[src/rtl/bird_physics_if.sv]
// Bird engine signal bundle: game-control inputs (flap, start, hit) and the
// registered bounding box / velocity / state outputs.
interface bird_physics_if #(
   parameter int N = 10,
   parameter int V = 6
);
   logic                flap;
   logic                start;
   logic                hit;
   logic [N-1:0]        x0;
   logic [N-1:0]        x1;
   logic [N-1:0]        y0;
   logic [N-1:0]        y1;
   logic signed [V-1:0] vel;
   logic                alive;
   logic                dead;

   // Game controller / key / pipe logic side.
   modport master (
      output flap, start, hit,
      input  x0, x1, y0, y1, vel, alive, dead
   );

   // Bird engine side.
   modport slave (
      input  flap, start, hit,
      output x0, x1, y0, y1, vel, alive, dead
   );
endinterface

[src/rtl/bird_physics.sv]
// Bird motion engine: frame-tick divider, flap edge detect, velocity/gravity
// integration with ceiling clamp and ground death, IDLE/FLY/DEAD game state.
module bird_physics #(
   parameter int N         = 10,
   parameter int V         = 6,
   parameter int BIRD_SIZE = 15,
   parameter int SCREEN_H  = 480,
   parameter int START_X   = 160,
   parameter int START_Y   = 233,
   parameter int TICK_DIV  = 4_166_667,
   parameter int GRAVITY   = 1,
   parameter int FLAP_VEL  = 10,
   parameter int MAX_FALL  = 12
) (
   input  logic               clk,
   input  logic               reset,
   bird_physics_if.slave      bus
);

   typedef enum logic [1:0] {
      IDLE = 2'd0,
      FLY  = 2'd1,
      DEAD = 2'd2
   } state_t;

   localparam int CW = (TICK_DIV > 1) ? $clog2(TICK_DIV) : 1;
   localparam logic [N-1:0] GROUND_Y = N'(SCREEN_H - BIRD_SIZE);

   state_t              state_q, state_d;
   logic [CW-1:0]       cnt_q, cnt_d;
   logic                flap_q, flap_d;
   logic [N-1:0]        y0_q, y0_d;
   logic [N-1:0]        y1_q, y1_d;
   logic signed [V-1:0] vel_q, vel_d;
   logic                alive_q, alive_d;
   logic                dead_q, dead_d;

   logic                tick;
   logic                flap_edge;
   logic signed [N:0]   ny;
   int                  vel_inc;

   // Tick divider, flap edge detect and the candidate next position/velocity.
   always_comb begin
      tick      = (cnt_q == CW'(TICK_DIV - 1));
      flap_edge = bus.flap & ~flap_q;
      cnt_d     = tick ? '0 : cnt_q + CW'(1);
      flap_d    = bus.flap;
      // One extra bit so a move above the ceiling shows up as a negative value.
      ny        = $signed({1'b0, y0_q}) + $signed({{(N + 1 - V){vel_q[V-1]}}, vel_q});
      vel_inc   = int'(vel_q) + GRAVITY;
   end

   // Game state and motion update; hit outranks flap, flap outranks tick.
   always_comb begin
      // NOTE: every variable gets a default first so no path leaves it unassigned (no latch).
      state_d = state_q;
      y0_d    = y0_q;
      vel_d   = vel_q;
      case (state_q)
         IDLE: begin
            if (flap_edge) begin
               vel_d   = V'(-FLAP_VEL);
               state_d = FLY;
            end
         end
         FLY: begin
            if (bus.hit) begin
               vel_d   = '0;
               state_d = DEAD;
            end else if (flap_edge) begin
               vel_d = V'(-FLAP_VEL);
            end else if (tick) begin
               if (ny[N]) begin
                  y0_d  = '0;
                  vel_d = '0;
               end else if (ny[N-1:0] >= GROUND_Y) begin
                  y0_d    = GROUND_Y;
                  vel_d   = '0;
                  state_d = DEAD;
               end else begin
                  y0_d  = ny[N-1:0];
                  vel_d = (vel_inc > MAX_FALL) ? V'(MAX_FALL) : V'(vel_inc);
               end
            end
         end
         DEAD: begin
            if (bus.start) begin
               y0_d    = N'(START_Y);
               vel_d   = '0;
               state_d = IDLE;
            end
         end
         default: state_d = IDLE;
      endcase
      y1_d    = y0_d + N'(BIRD_SIZE - 1);
      alive_d = (state_d == FLY);
      dead_d  = (state_d == DEAD);
   end

   // State, counters and registered outputs; synchronous reset to spawn.
   always_ff @(posedge clk) begin
      // NOTE: sequential state uses non-blocking assignments so all flops update together.
      if (reset) begin
         state_q <= IDLE;
         cnt_q   <= '0;
         flap_q  <= 1'b1;
         y0_q    <= N'(START_Y);
         y1_q    <= N'(START_Y + BIRD_SIZE - 1);
         vel_q   <= '0;
         alive_q <= 1'b0;
         dead_q  <= 1'b0;
      end else begin
         state_q <= state_d;
         cnt_q   <= cnt_d;
         flap_q  <= flap_d;
         y0_q    <= y0_d;
         y1_q    <= y1_d;
         vel_q   <= vel_d;
         alive_q <= alive_d;
         dead_q  <= dead_d;
      end
   end

   assign bus.x0    = N'(START_X);
   assign bus.x1    = N'(START_X + BIRD_SIZE - 1);
   assign bus.y0    = y0_q;
   assign bus.y1    = y1_q;
   assign bus.vel   = vel_q;
   assign bus.alive = alive_q;
   assign bus.dead  = dead_q;

endmodule

[src/flat_wrapper.sv]
// flat-port wrapper written by rule: the top's interface ports become plain ports
module bird_physics_flat 
#(
   parameter int N         = 10,
   parameter int V         = 6,
   parameter int BIRD_SIZE = 15,
   parameter int SCREEN_H  = 480,
   parameter int START_X   = 160,
   parameter int START_Y   = 233,
   parameter int TICK_DIV  = 4_166_667,
   parameter int GRAVITY   = 1,
   parameter int FLAP_VEL  = 10,
   parameter int MAX_FALL  = 12
)
  (clk, reset, bus_flap, bus_start, bus_hit, bus_x0, bus_x1, bus_y0, bus_y1, bus_vel, bus_alive, bus_dead);
  bird_physics_if #(.N(N), .V(V)) bus_i ();
  input  logic clk;
  input  logic reset;
  input wire logic [$bits(bus_i.flap)-1:0] bus_flap;
  input wire logic [$bits(bus_i.start)-1:0] bus_start;
  input wire logic [$bits(bus_i.hit)-1:0] bus_hit;
  output wire logic [$bits(bus_i.x0)-1:0] bus_x0;
  output wire logic [$bits(bus_i.x1)-1:0] bus_x1;
  output wire logic [$bits(bus_i.y0)-1:0] bus_y0;
  output wire logic [$bits(bus_i.y1)-1:0] bus_y1;
  output wire logic [$bits(bus_i.vel)-1:0] bus_vel;
  output wire logic [$bits(bus_i.alive)-1:0] bus_alive;
  output wire logic [$bits(bus_i.dead)-1:0] bus_dead;
  assign bus_i.flap = bus_flap;
  assign bus_i.start = bus_start;
  assign bus_i.hit = bus_hit;
  assign bus_x0 = bus_i.x0;
  assign bus_x1 = bus_i.x1;
  assign bus_y0 = bus_i.y0;
  assign bus_y1 = bus_i.y1;
  assign bus_vel = bus_i.vel;
  assign bus_alive = bus_i.alive;
  assign bus_dead = bus_i.dead;
  bird_physics #(.N(N), .V(V), .BIRD_SIZE(BIRD_SIZE), .SCREEN_H(SCREEN_H), .START_X(START_X), .START_Y(START_Y), .TICK_DIV(TICK_DIV), .GRAVITY(GRAVITY), .FLAP_VEL(FLAP_VEL), .MAX_FALL(MAX_FALL)) u_core (.clk(clk), .reset(reset), .bus(bus_i));
endmodule
[config.mk]
export PLATFORM = sky130hd
export DESIGN_NAME = bird_physics_flat
export DESIGN_NICKNAME = d
export VERILOG_FILES = /design/src/rtl/bird_physics_if.sv /design/src/rtl/bird_physics.sv /design/src/flat_wrapper.sv
export SDC_FILE = /design/constraint.sdc
export NUM_CORES = 1
export LEC_CHECK = 0
export BUFFER_PORTS_ARGS = -buffer_cell sky130_fd_sc_hd__buf_4
export CAP_MARGIN = 40
export CELL_PAD_IN_SITES_DETAIL_PLACEMENT = 0
export CELL_PAD_IN_SITES_GLOBAL_PLACEMENT = 1
export CORE_MARGIN = 4
export CORE_UTILIZATION = 47
export CTS_BUF_LIST = sky130_fd_sc_hd__clkbuf_8
export CTS_CLUSTER_SIZE = 16
export DETAILED_ROUTE_END_ITERATION = 16
export PLACE_DENSITY = 0.92
export SYNTH_ARGS = -nofsm -noshare
export SYNTH_HDL_FRONTEND = slang
export SYNTH_SLANG_ARGS = --single-unit
[constraint.sdc]
create_clock -name clk -period 7.25 [get_ports clk]
set_clock_uncertainty 0.05 [all_clocks]
set_input_delay 0.3625 -clock clk [delete_from_list [all_inputs] [get_ports clk]]
set_output_delay 0.3625 -clock clk [all_outputs]
set_load 0.02 [all_outputs]
==> results of run 1 <==
-- worst max-delay path: cells and delay by family (launching register included) --
kind,cells,cell delay (ns)
mux,1,0.30
compound gates,4,1.00
flops,1,0.50
simple gates,5,1.05
buf+inv,1,0.06
fa+ha+maj,3,0.91
-- power breakdown --
part / leakage [nW] / total [mW] / switching [mW] / internal [mW]
registers: 0.422 / 0.309 / 0.0141 / 0.295
logic: 1.00 / 0.198 / 0.120 / 0.0779
clock network: 0.0486 / 0.168 / 0.0921 / 0.0763
-- cells in the mapped netlist, types with 3 or more instances --
master / instances
a211oi_1: 3
a21o_1: 7
a21oi_1: 30
a221oi_1: 4
a31oi_1: 3
and3_1: 5
buf_2: 3
buf_4: 22
clkbuf_1: 7
dfxtp_1: 52
ha_1: 19
inv_1: 20
nand2_1: 20
nand2b_1: 12
nand3_1: 14
nand4_1: 7
nor2_1: 56
nor2b_1: 5
nor3_1: 6
nor4_1: 4
nor4b_1: 3
o21a_1: 4
o21ai_0: 19
o31a_1: 4
o31ai_1: 3
or2_2: 5
or3_1: 6
xnor2_1: 13
xor2_1: 14
-- flip-flops by register name (all words and copies together), names as in the netlist, named ones only --
name              cells
u_core.bus.dead       1
u_core.cnt_q         22
u_core.bus.vel        6
u_core.bus.y0         9
u_core.flap_q         1
u_core.bus.y1         9
u_core.bus.alive      1
u_core.state_q        2
-- layer usage --
| metal | GRT usage | up-vias | wire, µm |
|---|---|---|---|
| li1 | - | 1515 | - |
| met1 | 0.241 | 1413 | 3520 |
| met2 | 0.314 | 75 | 3850 |
| met3 | 0.0304 | 8 | 395 |
| met4 | 0.0505 | 0 | 77 |
| met5 | 0 | - | 0 |
-- worst paths after layout --
check | from | end | slack, ns
setup / recovery | u_core.bus.vel[0]$_SDFFE_PP0P_ | u_core.bus.y1[9]$_SDFF_PP0_ | 3.28
hold / removal | bus_flap | u_core.flap_q$_SDFF_PP1_ | 0.21
hold reg to reg | u_core.bus.y0[9]$_SDFF_PP0_ | u_core.bus.y0[9]$_SDFF_PP0_ | 0.45
setup reg to reg | u_core.bus.vel[0]$_SDFFE_PP0P_ | u_core.bus.y1[9]$_SDFF_PP0_ | 3.28
-- metrics by stage --
stage	util	instances	total power [mW]	setup WS (ns)	cell area, µm²
finish	0.525	548	0.676	3.28	3790
CTS	0.525	548	0.682	3.30	3790
global route	0.525	548	0.717	2.96	3790
floorplan	-	442	0.475	3.49	3540
global placement	0.512	540	0.509	3.40	3700
detailed placement	0.512	540	0.511	3.33	3700
-- cell type report --
type | instances | area [µm²]
Clock buffer | 6 | 82.6
Clock inverter | 2 | 11.3
Fill cell | 714 | 3420
Inverter | 20 | 75.1
Multi-Input combinational cell | 337 | 2220
Sequential cell | 52 | 1040
Tap cell | 99 | 124
Timing Repair Buffer | 32 | 240
-- cell families after synthesis --
kind of cell | count (synthesis) | share of synthesized area
other cells | 2 | 0.00216
fa+ha+maj | 20 | 0.0741
compound gates | 106 | 0.212
mux | 4 | 0.0137
buf+inv | 53 | 0.0824
xor+xnor | 27 | 0.0680
simple gates | 160 | 0.248
flops | 52 | 0.299
==> qor.yml, run 1 <==
critical_path.max_fanout: 10
gr-total-overflow: 0
drcViolationCount: 0
io_pins: 53
cts_buffers: 5
synth_seq_cells: 52
yosysWarnings: 0
grt_usage: 0.185
grt_pass1_wl_mm: 13.1
firstDrtPassIters: 5
n_antenna_cell: 0
die_width_um: 94.0
worstSetupPathType: "flop to flop"
ctsResizeCount: 0
initial_core_util: 0.482
grt_antenna_before_repair: 0
leakagePower_nw: 1.47
layout-drive-gt1-share: 0.138
finalSetupViolCount: 0
period_share: 0.547
drt_iter0_drc: 154
async_flop_share: 0
gp_congestion: 0.884
grt_pass1_vias: 2759
htree_levels: 2
synthFlopType: "dfxtp_1"
synth_top_area_share: 0.299
wl_per_cell_um: 14.3
drv_cap: 0
yosysUniqueCellTypes: 69
netlist_area_um2: 3480
die_h_um: 94.0
hold_class: "input port to flop"
power_density_nw_per_um2: 178
vias_per_cell: 5.49
wl_mm: 7.85
cts_buffer_depth: 2
rows: 31
startpoint_type: "flop"
ff2ff_path_depth: 14
cts_tree: "built"
slowest_stage: "or4_1"
syn_avg_cell_area_um2: 8.20
critical_path_required_ns: 7.40
vias: 3011
cts_root_buf: "clkbuf_8"
dp_hpwl_mm: 6.01
hold_violations: 0
yosys.area.top_type: "dfxtp_1"
die_area_um2: 8840
crit_path_cell_trace: "ha_1 -> inv_1 -> fa_1 -> nand2b_1 -> a211oi_1 -> nor3_1 -> or4_1 -> o21ai_4 -> nor3_1 -> a21oi_1 -> ha_1 -> a211o_1 -> nor2_2 -> mux2_1"
slowest_delay_ns: 0.65
worst_pin_slew_ns: 0.872
clk_pin_slew_ns: 0.09
ctsHoldBuffers: 0
timing.max_slew.rel_slack: 0.416
vdd_drop_max_mv: 0.0996
clock-sinks: 52
grt_max_degree: 29
ys_seq_area_frac: 0.299
rsz0062_at_grt: "false"
post_cts_buffers: 0
status: "completed"
maxSlewViolCount: 0
hold_depth: 2
synth.area.top_cells: "dfxtp_1, ha_1, nor2_1"
hold_ws_ns: 0.212
core_um2: 7210
fin_crit_ns: 3.97
syn_inst: 424
timing.fmax_mhz: 252
clk-insertion-delay-late_ns: 0.30
ant_nets: 0
arrival_ns: 4.11
final_cell_mix: "nor2_1, dfxtp_1, buf_4, a21oi_1, inv_1"
final_common_cell: "nor2_1"
synth-edff-count: 0
setup_tns_ns: 0
portBuffers: 32
nets: 473
worst_setup_path_end_kind: "flop"
area_growth_pct: 9.03
Note: power is estimated with default switching activity, not from simulation.
==> run 2, diff against run 1 <==
--- a/config.mk
+++ b/config.mk
@@ -5,16 +5,17 @@
 export SDC_FILE = /design/constraint.sdc
 export NUM_CORES = 1
 export LEC_CHECK = 0
+export ABC_AREA = 1
 export BUFFER_PORTS_ARGS = -buffer_cell sky130_fd_sc_hd__buf_4
 export CAP_MARGIN = 40
 export CELL_PAD_IN_SITES_DETAIL_PLACEMENT = 0
 export CELL_PAD_IN_SITES_GLOBAL_PLACEMENT = 1
 export CORE_MARGIN = 4
-export CORE_UTILIZATION = 47
+export CORE_UTILIZATION = 38
 export CTS_BUF_LIST = sky130_fd_sc_hd__clkbuf_8
 export CTS_CLUSTER_SIZE = 16
 export DETAILED_ROUTE_END_ITERATION = 16
-export PLACE_DENSITY = 0.92
+export PLACE_DENSITY = 0.84
 export SYNTH_ARGS = -nofsm -noshare
 export SYNTH_HDL_FRONTEND = slang
 export SYNTH_SLANG_ARGS = --single-unit
==> constraint.sdc (replaced) <==
create_clock -name clk -period 3.58 [get_ports clk]
set_clock_uncertainty 0.05 [all_clocks]
set_input_delay 0.179 -clock clk [delete_from_list [all_inputs] [get_ports clk]]
set_output_delay 0.179 -clock clk [all_outputs]
set_load 0.02 [all_outputs]
==> run 2 against run 1 <==
First-iteration DRC count decreased by 9.7%. Clock-buffer cell count unchanged. Utilization decreased by 8.6 points. Flip-flop and latch count unchanged. Cell area increased by 8.6%. Critical path depth increased by 6. Register-to-register slack got worse by 2.9 ns. Maximum frequency increased by 25%. Combinational power increased by 92%. Largest cell class unchanged. Largest power group unchanged. Highest routed layer unchanged.
==> qor.yml, run 2 <==
status: "completed"
yosysWarnings: 0  # unchanged
wl_mm: 9.30  # +19%
startpoint_type: "flop"
clk-insertion-delay-late_ns: 0.31  # about the same
hold_violations: 0  # unchanged
synthFlopType: "dfxtp_1"
top_layer: "met4"
cts_buffers: 5  # unchanged
regToRegStartpoint: "u_core.bus.vel[0]$_SDFFE_PP0P_"
n_antenna_cell: 0  # unchanged
worstSetupPathType: "flop to flop"
synth_seq_cells: 52  # unchanged
cts_tree: "built"
rows: 35  # +13%
vias: 3543  # +18%
grt_antenna_before_repair: 0  # unchanged
cp-endpoint: "u_core.bus.y1[7]$_SDFF_PP1_"
arrival_ns: 3.30  # -0.81 ns
stdcell_count: 748  # +36%
vdd_drop_max_mv: 0.183  # +84%
grt_usage: 0.166  # -0.0187
setup_tns_ns: 0  # unchanged
grt_max_degree: 17  # -41%
worst_pin_slew_ns: 0.561  # -0.311 ns
cts_root_buf: "clkbuf_8"
gp_congestion: 0.870  # -1.6%
power_density_nw_per_um2: 332  # +86%
leakagePower_nw: 1.93  # +31%
layout-drive-gt1-share: 0.120  # -0.0185
post-route-cell-area_um2: 4120  # +8.6%
rsz0062_at_grt: "false"
gr-total-overflow: 0  # unchanged
r2r-end: "u_core.bus.y1[7]$_SDFF_PP1_"
largest_register_ff_count: 22  # unchanged
wl_met1_mm: 4.17  # +18%
synth.most_common_cell: "nand2_1"
drcViolationCount: 0  # unchanged
area_growth_pct: 10.8
r2r_slack_ns: 0.41  # -2.87 ns
multi_input_area_um2: 2230  # +0.62%
synth-edff-count: 0  # unchanged
firstDrtPassIters: 4  # -1
clk_pin_slew_ns: 0.09  # about the same
syn_inst: 585  # +38%
timing.max_slew.rel_slack: 0.626  # +0.210
hold_class: "input port to flop"
cts_buffer_depth: 2  # unchanged
critical_path.max_fanout: 8  # -2
grt_pass1_wl_mm: 15.5  # +18%
portBuffers: 32  # unchanged
vias_per_cell: 4.74  # -14%
drt_iter0_drc: 139  # -9.7%
yosys.area.top_type: "dfxtp_1"
top_register: "u_core.cnt_q"
die_width_um: 107  # +14%
ys_seq_area_frac: 0.280  # -0.0194
dp.cells: 739  # +37%
seq_area_um2: 1040  # unchanged
htree_levels: 2  # unchanged
dp_hpwl_mm: 7.36  # +23%
post_cts_buffers: 0  # unchanged
core_um2: 9370  # +30%
critical_path_required_ns: 3.71  # -3.69 ns
maxSlewViolCount: 0  # unchanged
ys_top_cells_by_count: "nand2_1, inv_1, nor2_1, dfxtp_1, nand3_1"
hold_ws_ns: 0.114  # -0.0987 ns
synth_top_area_share: 0.280  # -0.0194
clock-sinks: 52  # unchanged
post_dp_cell_area_um2: 4020  # +8.6%
worst_setup_path_end_kind: "flop"
fillCellCount: 993  # +39%
drv_cap: 0  # unchanged
timing.fmax_mhz: 316  # +25%
yosysUniqueCellTypes: 42  # -39%
final_common_cell: "nand2_1"
cp-startpoint: "u_core.bus.vel[0]$_SDFFE_PP0P_"
period_share: 0.885  # +0.338
ff2ff_path_depth: 20  # +6
initial_core_util: 0.397  # -0.0852
netlist_area_um2: 3720  # +6.9%
async_flop_share: 0  # unchanged
io_pins: 53  # unchanged
route.met3.wl_um: 417  # +5.6%
fin_crit_ns: 3.17  # -0.798 ns
nets: 643  # +36%
die_area_um2: 11400  # +29%
die_h_um: 107  # +14%
ant_nets: 0  # unchanged
synth.area.top_cells: "dfxtp_1, nand2_1, inv_1"
wl_per_cell_um: 12.4  # -13%
grt_pass1_vias: 3432  # +24%
syn_avg_cell_area_um2: 6.36  # -22%
final_cell_mix: "nand2_1, inv_1, nor2_1, dfxtp_1, nand3_1"
finalSetupViolCount: 0  # unchanged
dr_wl_met2_mm: 4.49  # +17%
[run 2: what timing repair did]
| item | in CTS | in global routing |
|---|---|---|
| hold buffers | 1 | 0 |
| gates resized for setup | 0 | 0 |
| endpoints found under the hold margin | 1 | 0 |
[run 2: metal layers]
metal | vias up | track usage
li1 | 1879 | -
met1 | 1572 | 0.200
met2 | 77 | 0.295
met3 | 15 | 0.0277
met5 | - | 0
met4 | 0 | 0.0612
[run 2: report_power, final]
group          switching [mW]  internal [mW]
Combinational           0.259          0.122
Sequential             0.0293          0.601
Clock                   0.201          0.155
Total                   0.489          0.878
[run 2: cell families (layout without fill, tap and decap cells)]
| family | count (synthesis) | count (layout) | synth area share |
|---|---|---|---|
| and+or+nand+nor | 321 | 321 | 0.389 |
| xor gates and xnor gates | 3 | 3 | 0.00707 |
| AOI/OAI and AO/OA | 72 | 72 | 0.114 |
| DFF | 52 | 52 | 0.280 |
| other | 2 | 20 | 0.00202 |
| adders and majority gates | 20 | 20 | 0.0693 |
| buffers and inverters | 115 | 131 | 0.138 |
[run 2: critical path: stages (launching register included)]
cell	delay, ns
dfxtp_1	0.47
ha_1	0.25
inv_1	0.07
fa_1	0.48
inv_1	0.05
or2_2	0.26
nor2_1	0.09
nand3_1	0.08
nand2_1	0.06
nand2_1	0.06
nand3_2	0.14
nand4_1	0.11
nand2_1	0.08
nand2_1	0.05
nand2_1	0.07
inv_1	0.07
ha_1	0.20
nand2_1	0.19
nand3_1	0.10
nand2_1	0.07
nand3_1	0.05
[run 2: through the flow]
| step | power [mW] | worst slack (ns) | util |
|---|---|---|---|
| final | 1.37 | 0.411 | 0.440 |
| after global routing | 1.45 | 0.157 | 0.440 |
| after CTS | 1.38 | 0.444 | 0.440 |
| after detailed placement | 1.02 | 0.451 | 0.428 |
| after global placement | 1.02 | 0.552 | 0.428 |
| after floorplan | 0.933 | 0.635 | - |
[run 2: how the worst min path moves through the flow]
stage,from,depth (start not counted),slack [ns],to
after CTS,reset,2,0.12,u_core.state_q[0]$_SDFF_PP0_
after global routing,reset,2,0.13,u_core.state_q[0]$_SDFF_PP0_
after detailed placement,bus_flap,3,0.32,u_core.flap_q$_SDFF_PP1_
final,reset,2,0.11,u_core.bus.y1[3]$_SDFF_PP0_
after global placement,bus_flap,3,0.32,u_core.flap_q$_SDFF_PP1_
after floorplan,reset,1,0.21,u_core.bus.y0[9]$_SDFF_PP0_
[run 2: layout make-up]
type,count,share of cell area
clock buffers,6,0.0200
inverters,89,0.0811
flip-flops and latches,52,0.253
well taps,129,0.0392
multi-input cells,436,0.542
repair buffers,34,0.0626
clock inverters,2,0.00273
==> run 3, diff against run 2 <==
==> constraint.sdc (replaced) <==
create_clock -name clk -period 3.58 [get_ports clk]
set_clock_uncertainty 0.05 [all_clocks]
set_input_delay 0.716 -clock clk [delete_from_list [all_inputs] [get_ports clk]]
set_output_delay 0.716 -clock clk [all_outputs]
set_load 0.02 [all_outputs]
==> run 3 against run 2 <==
Die area did not move. Combinational power barely moved. Clock power is essentially flat. Critical path depth is the same. Cell count rose by 0.13%. Global-route usage down 0.15 points. Critical endpoint unchanged. Largest power group unchanged.
==> qor.yml, run 3 (synthesis gave the netlist of run 2 again) <==
status: "completed"
hold_violations: 0  # unchanged
cpMostUsedCell: "nand2_1"
nets: 644  # +0.16%
cts_buffers: 5  # unchanged
critical_path.max_fanout: 8  # unchanged
critPathBufInv: 3  # unchanged
area_growth_pct: 10.9  # about the same
seqPwrFrac: 0.461  # about the same
worst_setup_path_end_kind: "flop"
final_cell_mix: "nand2_1, inv_1, nor2_1, dfxtp_1, nand3_1"
cts_root_buf: "clkbuf_8"
cts_tree: "built"
firstDrtPassIters: 6  # +2
grt_pass1_wl_mm: 15.3  # -1.3%
leakagePower_nw: 1.94  # +0.40%
clkPwrFrac: 0.259  # -0.002
arrival_ns: 3.27  # -0.03 ns
ant_nets: 0  # unchanged
slowest_delay_ns: 0.47  # about the same
setup_tns_ns: 0  # unchanged
startpoint_type: "flop"
layout-drive-gt1-share: 0.124  # +0.00465
n_antenna_cell: 0  # unchanged
wl_per_cell_um: 12.5  # +0.73%
swShare: 0.357  # -0.000525
maxSlewViolCount: 0  # unchanged
htree_levels: 2  # unchanged
fin_crit_ns: 3.12  # -0.0475 ns
largest_register_ff_count: 22  # unchanged
die_h_um: 107  # unchanged
vias: 3562  # +0.54%
grt_antenna_before_repair: 0  # unchanged
wl_mm: 9.38  # +0.86%
vdd_drop_max_mv: 0.206  # +13%
clk_pin_slew_ns: 0.09  # about the same
p_int_mw: 0.879  # about the same
grt_max_degree: 16  # -1
cts_buffer_depth: 2  # unchanged
vias_per_cell: 4.76  # +0.40%
switchingPower_mw: 0.489  # -0.13%
die_width_um: 107  # unchanged
grt_usage: 0.165  # -0.00148
combinationalPowerShare: 0.280  # about the same
dp_hpwl_mm: 7.49  # +1.7%
worstSetupPathType: "flop to flop"
period_share: 0.872  # -0.0133
critical_path_required_ns: 3.73  # +0.02 ns
gr-total-overflow: 0  # unchanged
finalSetupViolCount: 0  # unchanged
clk-insertion-delay-late_ns: 0.31  # about the same
critPathTopFamily: "simple AND/OR/NAND/NOR gates"
drcViolationCount: 0  # unchanged
hold_class: "flop to flop"
grt_pass1_vias: 3327  # -3.1%
fillCellCount: 1019  # +2.6%
rsz0062_at_grt: "false"
ctsResizeCount: 0  # unchanged
final_common_cell: "nand2_1"
portBuffers: 32  # unchanged
drv_cap: 0  # unchanged
initial_core_util: 0.397  # unchanged
crit_path_cell_trace: "ha_1 -> inv_1 -> fa_1 -> inv_1 -> or2_2 -> nor2_1 -> nand3_1 -> nand2_1 -> nand2_1 -> nand3_2 -> nand4_1 -> nand2_1 -> nand2_1 -> nand2_1 -> inv_1 -> ha_1 -> nand2_1 -> nand3_1 -> nand2_1 -> nand3_1"
gp_congestion: 0.867  # -0.32%
post_cts_buffers: 0  # unchanged
ctsHoldBuffers: 0  # -1
clock-sinks: 52  # unchanged
io_pins: 53  # unchanged
core_um2: 9370  # unchanged
die_area_um2: 11400  # unchanged
seq_area_um2: 1040  # unchanged
timing.fmax_mhz: 320  # +1.5%
multi_input_area_um2: 2230  # unchanged
dp_slack_ns: 0.485  # +0.0335 ns
slowest_stage: "dfxtp_1"
top_register: "u_core.cnt_q"
power_density_nw_per_um2: 332  # about the same
drt_iter0_drc: 119  # -14%
rows: 35  # unchanged
setup_slack_ns: 0.459  # +0.0475 ns
## run 3: cell types whose count changed in the layout (fill, tap and decap cells not counted)
cell | previous run | this run
clkinv_2 | 0 | 2
inv_1 | 89 | 88
dlygate4sd3_1 | 1 | 0
buf_4 | 33 | 35
clkinvlp_4 | 1 | 0
## run 3: layout make-up
cell class | instances | area share
Clock buffer | 6 | 0.0200
Clock inverter | 2 | 0.00243
Inverter | 89 | 0.0810
Multi-Input combinational cell | 436 | 0.541
Sequential cell | 52 | 0.253
Tap cell | 129 | 0.0392
Timing Repair Buffer | 35 | 0.0637
## run 3: through the flow
step,power [mW],instances,util,instance area (µm²),hold WS [ns]
floorplan,0.933,603,-,3790,0.367
finish,1.37,749,0.440,4120,0.412
detailed placement,1.02,741,0.430,4030,0.395
CTS,1.38,749,0.440,4120,0.414
global route,1.45,749,0.440,4120,0.423
global placement,1.02,741,0.430,4030,0.378
## run 3: power by group through the flow
| stage | sequential, mW | clock, mW | combinational [mW] |
|---|---|---|---|
| after floorplan | 0.656 | 0 | 0.278 |
| final | 0.630 | 0.354 | 0.383 |
| after detailed placement | 0.644 | 0 | 0.381 |
| after CTS | 0.631 | 0.362 | 0.382 |
| after global routing | 0.634 | 0.385 | 0.435 |
| after global placement | 0.643 | 0 | 0.380 |
## run 3: worst paths after layout
path	from	end	slack, ns	depth (start not counted)
worst max-delay path	u_core.bus.vel[0]$_SDFFE_PP0P_	u_core.bus.y1[7]$_SDFF_PP1_	0.46	20
worst min-delay path	u_core.cnt_q[0]$_SDFF_PP0_	u_core.cnt_q[0]$_SDFF_PP0_	0.41	1
worst max register to register	u_core.bus.vel[0]$_SDFFE_PP0P_	u_core.bus.y1[7]$_SDFF_PP1_	0.46	20
worst min register to register	u_core.cnt_q[0]$_SDFF_PP0_	u_core.cnt_q[0]$_SDFF_PP0_	0.41	1
## run 3: worst register-to-register path: cells and delay by family (launching register included)
| family | cells | cell delay, ns |
|---|---|---|
| simple gates | 14 | 1.40 |
| flops | 1 | 0.47 |
| fa+ha+maj | 3 | 0.91 |
| buf+inv | 3 | 0.18 |
## run 3: metal layers
metal  share of wire  global-route usage  vias up
li1                -                   -     1880
met1            0.45               0.198     1595
met2            0.48               0.291       75
met3           0.050              0.0397       12
met4           0.023              0.0466        0
met5               0                   0        -
